## config.mk

```make
export PLATFORM = sky130hd
export DESIGN_NAME = m_fetch_buf
export DESIGN_NICKNAME = d
export VERILOG_FILES = /design/src/rtl/fetch_pkg.sv /design/src/rtl/m_fetch_fifo.sv /design/src/rtl/m_fetch_buf.sv
export SDC_FILE = /design/constraint.sdc
export NUM_CORES = 1
export LEC_CHECK = 0
export ABC_AREA = 1
export CAP_MARGIN = 30
export CORE_ASPECT_RATIO = 0.6
export CORE_UTILIZATION = 40
export DETAILED_ROUTE_END_ITERATION = 16
export PLACE_DENSITY = 0.65
export SLEW_MARGIN = 0
export SYNTH_ARGS = -nofsm -noshare
export SYNTH_HDL_FRONTEND = slang
export SYNTH_HIERARCHICAL = 1
export SYNTH_SLANG_ARGS = --single-unit
```

## constraint.sdc

```tcl
create_clock -name w_clk -period 14.9 [get_ports w_clk]
set_input_delay 2.235 -clock w_clk [delete_from_list [all_inputs] [get_ports w_clk]]
set_output_delay 2.235 -clock w_clk [all_outputs]
set_load 0.02 [all_outputs]
```

## src/rtl/fetch_pkg.sv

```systemverilog
// Shared types and constants for the instruction fetch front end.
// Used by m_fetch_buf and m_fetch_fifo.
package fetch_pkg;

  localparam int XLEN = 32;

  localparam logic [XLEN-1:0] NOP = 32'h0000_0013;
  localparam logic [XLEN-1:0] PC_INC = 32'd4;

  typedef struct packed {
    logic [XLEN-1:0] ir;
    logic [XLEN-1:0] pc;
  } fetch_entry_t;

  function automatic logic [XLEN-1:0] pc_next(
    input logic [XLEN-1:0] pc
  );
    return pc + PC_INC;
  endfunction

  function automatic logic [XLEN-1:0] pc_align(
    input logic [XLEN-1:0] pc
  );
    return pc & ~32'h3;
  endfunction

endpackage

```

## src/rtl/m_fetch_fifo.sv

```systemverilog
// Small synchronous-reset FIFO of fetch entries.
// Flush has priority over push and pop; head is a zero-latency view.
module m_fetch_fifo
  import fetch_pkg::*;
#(
  parameter int DEPTH = 4
) (
  input  logic                       w_clk,
  input  logic                       w_rst,
  input  logic                       push,
  input  logic                       pop,
  input  logic                       flush,
  input  fetch_entry_t               din,
  output fetch_entry_t               dout,
  output logic                       full,
  output logic                       empty,
  output logic [$clog2(DEPTH+1)-1:0] count
);

  localparam int AW = (DEPTH > 1) ? $clog2(DEPTH) : 1;
  localparam int CW = $clog2(DEPTH + 1);

  fetch_entry_t    r_mem [DEPTH];
  logic [AW-1:0]   r_wp;
  logic [AW-1:0]   r_rp;
  logic [CW-1:0]   r_cnt;

  logic            w_do_push;
  logic            w_do_pop;

  assign full  = (r_cnt == CW'(DEPTH));
  assign empty = (r_cnt == '0);
  assign count = r_cnt;
  assign dout  = r_mem[r_rp];

  assign w_do_push = push & !full & !flush;
  assign w_do_pop  = pop & !empty & !flush;

  // Pointer and occupancy bookkeeping; flush empties the queue.
  always_ff @(posedge w_clk) begin
    if (w_rst || flush) begin
      r_wp  <= '0;
      r_rp  <= '0;
      r_cnt <= '0;
    end else begin
      if (w_do_push) r_wp <= r_wp + AW'(1);
      if (w_do_pop)  r_rp <= r_rp + AW'(1);
      unique case ({w_do_push, w_do_pop})
        2'b10:   r_cnt <= r_cnt + CW'(1);
        2'b01:   r_cnt <= r_cnt - CW'(1);
        default: r_cnt <= r_cnt;
      endcase
    end
  end

  // Entry storage; contents past the head are don't-care.
  always_ff @(posedge w_clk) begin
    if (!w_rst && w_do_push) begin
      r_mem[r_wp] <= din;
    end
  end

endmodule

```

## src/rtl/m_fetch_buf.sv

```systemverilog
// Fetch front end: in-order imem requests, response FIFO, redirect flush.
// Optional macro FETCH_PERF_EN adds bubble and discard counters.
module m_fetch_buf
  import fetch_pkg::*;
#(
  parameter int          DEPTH    = 4,
  parameter int          MAX_OUT  = 2,
  parameter logic [31:0] RESET_PC = 32'h0
) (
  input  logic        w_clk,
  input  logic        w_rst,
  input  logic        w_redirect,
  input  logic [31:0] w_tpc,
  output logic        o_imem_req,
  output logic [31:0] o_imem_addr,
  input  logic        i_imem_valid,
  input  logic [31:0] i_imem_rdata,
  output logic        o_v,
  output logic [31:0] o_ir,
  output logic [31:0] o_pc,
  input  logic        i_rdy
`ifdef FETCH_PERF_EN
  ,
  output logic [31:0] o_bubble_cnt,
  output logic [31:0] o_discard_cnt
`endif
);

  localparam int OW = $clog2(MAX_OUT + 1);
  localparam int CW = $clog2(DEPTH + 1);

  logic [31:0]   r_fpc;
  logic [31:0]   r_rpc;
  logic [OW-1:0] r_out;
  logic [OW-1:0] r_disc;

  logic [OW-1:0] w_out_nxt;
  logic [31:0]   w_tgt;
  logic          w_room;
  logic          w_drop;
  logic          w_push;
  logic          w_pop;

  logic [CW-1:0] w_cnt;
  logic          w_full;
  logic          w_empty;
  fetch_entry_t  w_head;
  fetch_entry_t  w_din;

  assign w_tgt = pc_align(w_tpc);

  // Space is reserved for every in-flight request.
  assign w_room = !w_full
                & ((32'(w_cnt) + 32'(r_out)) < 32'(DEPTH));

  assign o_imem_req = !w_rst
                    & !w_redirect
                    & (r_out < OW'(MAX_OUT))
                    & w_room;

  assign o_imem_addr = r_fpc;

  assign w_out_nxt = r_out
                   + OW'(o_imem_req)
                   - OW'(i_imem_valid);

  assign w_drop = i_imem_valid & (r_disc != '0);
  assign w_push = i_imem_valid & !w_drop & !w_redirect;
  assign w_pop  = o_v & i_rdy & !w_redirect;

  assign w_din.ir = i_imem_rdata;
  assign w_din.pc = r_rpc;

  m_fetch_fifo #(
    .DEPTH (DEPTH)
  ) u_fifo (
    .w_clk (w_clk),
    .w_rst (w_rst),
    .push  (w_push),
    .pop   (w_pop),
    .flush (w_redirect),
    .din   (w_din),
    .dout  (w_head),
    .full  (w_full),
    .empty (w_empty),
    .count (w_cnt)
  );

  assign o_v  = !w_empty;
  assign o_ir = w_empty ? NOP : w_head.ir;
  assign o_pc = w_empty ? 32'h0 : w_head.pc;

  // Fetch/response PCs plus outstanding and discard tracking.
  always_ff @(posedge w_clk) begin
    if (w_rst) begin
      r_fpc  <= RESET_PC;
      r_rpc  <= RESET_PC;
      r_out  <= '0;
      r_disc <= '0;
    end else begin
      r_out <= w_out_nxt;
      if (w_redirect) begin
        r_fpc  <= w_tgt;
        r_rpc  <= w_tgt;
        r_disc <= w_out_nxt;
      end else begin
        if (o_imem_req) r_fpc <= pc_next(r_fpc);
        if (w_push)     r_rpc <= pc_next(r_rpc);
        if (w_drop)     r_disc <= r_disc - OW'(1);
      end
    end
  end

`ifdef FETCH_PERF_EN
  logic [31:0] r_bubble;
  logic [31:0] r_dcnt;

  assign o_bubble_cnt  = r_bubble;
  assign o_discard_cnt = r_dcnt;

  // Saturating bubble and dropped-response counters.
  always_ff @(posedge w_clk) begin
    if (w_rst) begin
      r_bubble <= '0;
      r_dcnt   <= '0;
    end else begin
      if (!o_v && !w_redirect && r_bubble != '1)
        r_bubble <= r_bubble + 32'd1;
      if (w_drop && r_dcnt != '1)
        r_dcnt <= r_dcnt + 32'd1;
    end
  end
`endif

endmodule

```

==> impl_metrics.toml <==
[status]
status = "completed"

[drt]
wl_mm = 39.2
routed_via_density = 5.03
wl_per_cell_um = 17.0
first_pass_iters = 5
final_antenna_net_count = 0
drc = 0
drt_iter0_drc = 1120
vias = 11600

[worst_hold_path]
whs_path_depth = 2
hold-path-endpoint = "u_fifo/r_rp[1]"
hold_path_class = "register to register"
min-delay-start = "u_fifo/r_rp[1]"

[worst_setup_path]
r2r_start = "r_disc[0]"
start_kind = "primary input"
r2r_slack_ps = 12000
required_ps = 12660
reg2reg_to = "u_fifo/r_mem[3][61]"
crit_path_max_fanout = 57
crit_arrival_ps = 4240
crit_type = "primary input to output port"
rr_worst_depth = 10
crit_start = "w_rst"
end_kind = "output port"

[logic_synthesis]
avgSynthCellArea_um2 = 9.29
yosys.area.top_type = "edfxtp_1"
synth_async_sr_flop_share_pct = 0
synth-edff-count = 256
ys_top_cells_by_area = "edfxtp_1, dfxtp_1, nor2_1"
syn_area_um2 = 15000
netlist_instances = 1619
ys_warn_count = 6
synth-main-ff-cell = "edfxtp_1"
yosysTopAreaCellShare_pct = 51.1
synth.distinct_cells = 37
ys_ff_latch = 329
yosysSeqAreaShare_pct = 60.8

[power]
total_power_uw = 2040
powerDensity_nw_per_um2 = 112
leakage_uw = 0.00664
worst_ir_drop_vdd_v = 0.0000654

[layout]
nNetsFinal = 1854
diodes = 0
syn2layout_area_growth_pct = 21.5
drive_above_1_share_pct = 6.06
fillers = 3325
stdcell_area_um2 = 18300

[placed_design]
numPortBuffers = 162
routabilityCongestion = 0.929
placed_area_um2 = 17100
hpwl_mm = 24.7

[cts]
htree_levels = 2
holdBufCountCts = 0
clock_path_buffers = 3
postCtsSetupBuffers = 0
cts_tree = "yes"
cts_inserted_buffers = 34
ctsResizeCount = 0
path_clk_slew_ps = 70
cts.sinks = 329
worstSkewPairLatency_ps = 520
cts_root_buf = "clkbuf_16"

[sta]
timing.setup.tns_ps = 0
hold_slack_ps = 511
finClkSkew_ps = 23.0
fin_crit_ps = 6480
maxSlewHeadroom_pct = 33.6
fmax_mhz = 154
hold_violations = 0
setup-violations-final = 0
finalCritPeriodShare_pct = 43.5
rsz0062_at_grt = "no"
drv_slew = 0
tightest_slew_ps = 995

[global_route]
grt_max_degree = 93
overflow = 0
antenna_found_initial = 0
first_global_vias = 10800
grt_usage_pct = 20.3
grt_pass1_wl_mm = 61.1

[die]
start_util_pct = 41.0
boundaryPins = 167
dieArea_um2 = 38400
coreArea_um2 = 36700
fp.dieH_um = 152
num_rows = 54
dieWidth_um = 252

[job]
maxCapViolCount = 0
per-stage QoR:
| stage | setup WS (ps) | utilization [%] | cells |
|---|---|---|---|
| final | 8420 | 49.8 | 2302 |
| after global routing | 8330 | 49.8 | 2302 |
| after CTS | 8430 | 49.7 | 2301 |
| after detailed placement | 8430 | 46.6 | 2240 |
| after global placement | 8370 | 46.4 | 2236 |
| after floorplan | 8400 | - | 1628 |
cell usage in the layout (no fill, tap or decap), types with 7 or more instances in the layout:
cell type,instances
a21oi_1,54
edfxtp_1,256
buf_4,12
inv_1,185
o21ai_0,107
nor2_2,8
inv_2,7
ha_1,11
conb_1,10
dfxtp_1,71
nor2_4,10
clkdlybuf4s50_1,160
xor2_1,12
nand2_1,295
a31oi_1,10
o22ai_1,64
clkbuf_16,35
nor2_1,299
nand3_1,67
o21ai_1,64
metal layers:
metal	routed length, um	vias up	part of all wire [%]	track usage, %
met5	0	-	0	0
met4	542	0	1.4	3.98
met3	2900	46	7.4	4.34
met2	16900	366	43	29.9
met1	18900	5484	48	30.7
li1	-	5679	-	-
cell families after synthesis:
group / after synthesis / share of synthesized area (%)
compound gates: 306 / 10.9
xor+xnor: 16 / 0.932
fa+ha+maj: 12 / 1.05
buf+inv: 263 / 7.71
flops: 329 / 60.8
other cells: 1 / 0.0249
simple gates: 692 / 18.5
worst max-delay path by stage:
| stage | endpoint | slack, ps |
|---|---|---|
| 2_1_floorplan | u_fifo/r_mem[0][0] | 8400 |
| 3_3_place_gp | u_fifo/r_mem[3][59] | 8370 |
| 3_5_place_dp | o_imem_req | 8430 |
| 4_1_cts | o_imem_req | 8430 |
| 5_1_grt | o_imem_req | 8330 |
| 6_report | o_imem_req | 8420 |
worst max-delay path: stages:
cell and delay, ps:
buf_2 100, buf_4 320, nor2_2 280, nand2_2 90
nor2_4 110, buf_4 360, clkdlybuf4s50_1 690
area by class of cell:
class / instances / area [um2] / share of cell area (%)
multi-input cells: 1036 / 4790 / 26.2
well taps: 504 / 631 / 3.45
clock buffers: 40 / 905 / 4.95
repair buffers: 179 / 1820 / 9.96
inverters: 193 / 727 / 3.98
flip-flops and latches: 329 / 9150 / 50.1
clock inverters: 21 / 241 / 1.32
state kept, by name (all words and copies together) (netlist names), named ones only:
register / flops
r_rpc: 30
r_disc: 2
u_fifo/r_rp: 2
u_fifo/count: 3
o_imem_addr: 30
u_fifo/r_wp: 2
r_out: 2
u_fifo/r_mem: 256
where the power goes:
group          internal, uW  switching, uW
Sequential             1010           24.2
Combinational          56.4           80.0
Clock                   523            354
synth_stat cells, types with 2 or more instances:
master / n
clkbuf_2: 3
edfxtp_1: 256
xor2_1: 12
nand2_2: 3
xnor2_1: 4
o211ai_1: 4
a21oi_1: 54
nand3_1: 67
ha_1: 11
nor2_4: 6
o21ai_0: 107
nor2_1: 303
a31oi_1: 10
o22ai_1: 64
clkbuf_1: 32
buf_2: 6
dfxtp_1: 73
buf_6: 15
nor2_2: 8
or2_2: 4
buf_4: 13
nand3b_1: 2
nand2_1: 295
inv_2: 6
o21ai_1: 64
inv_1: 186
Note: power is estimated with default switching activity, not from simulation.
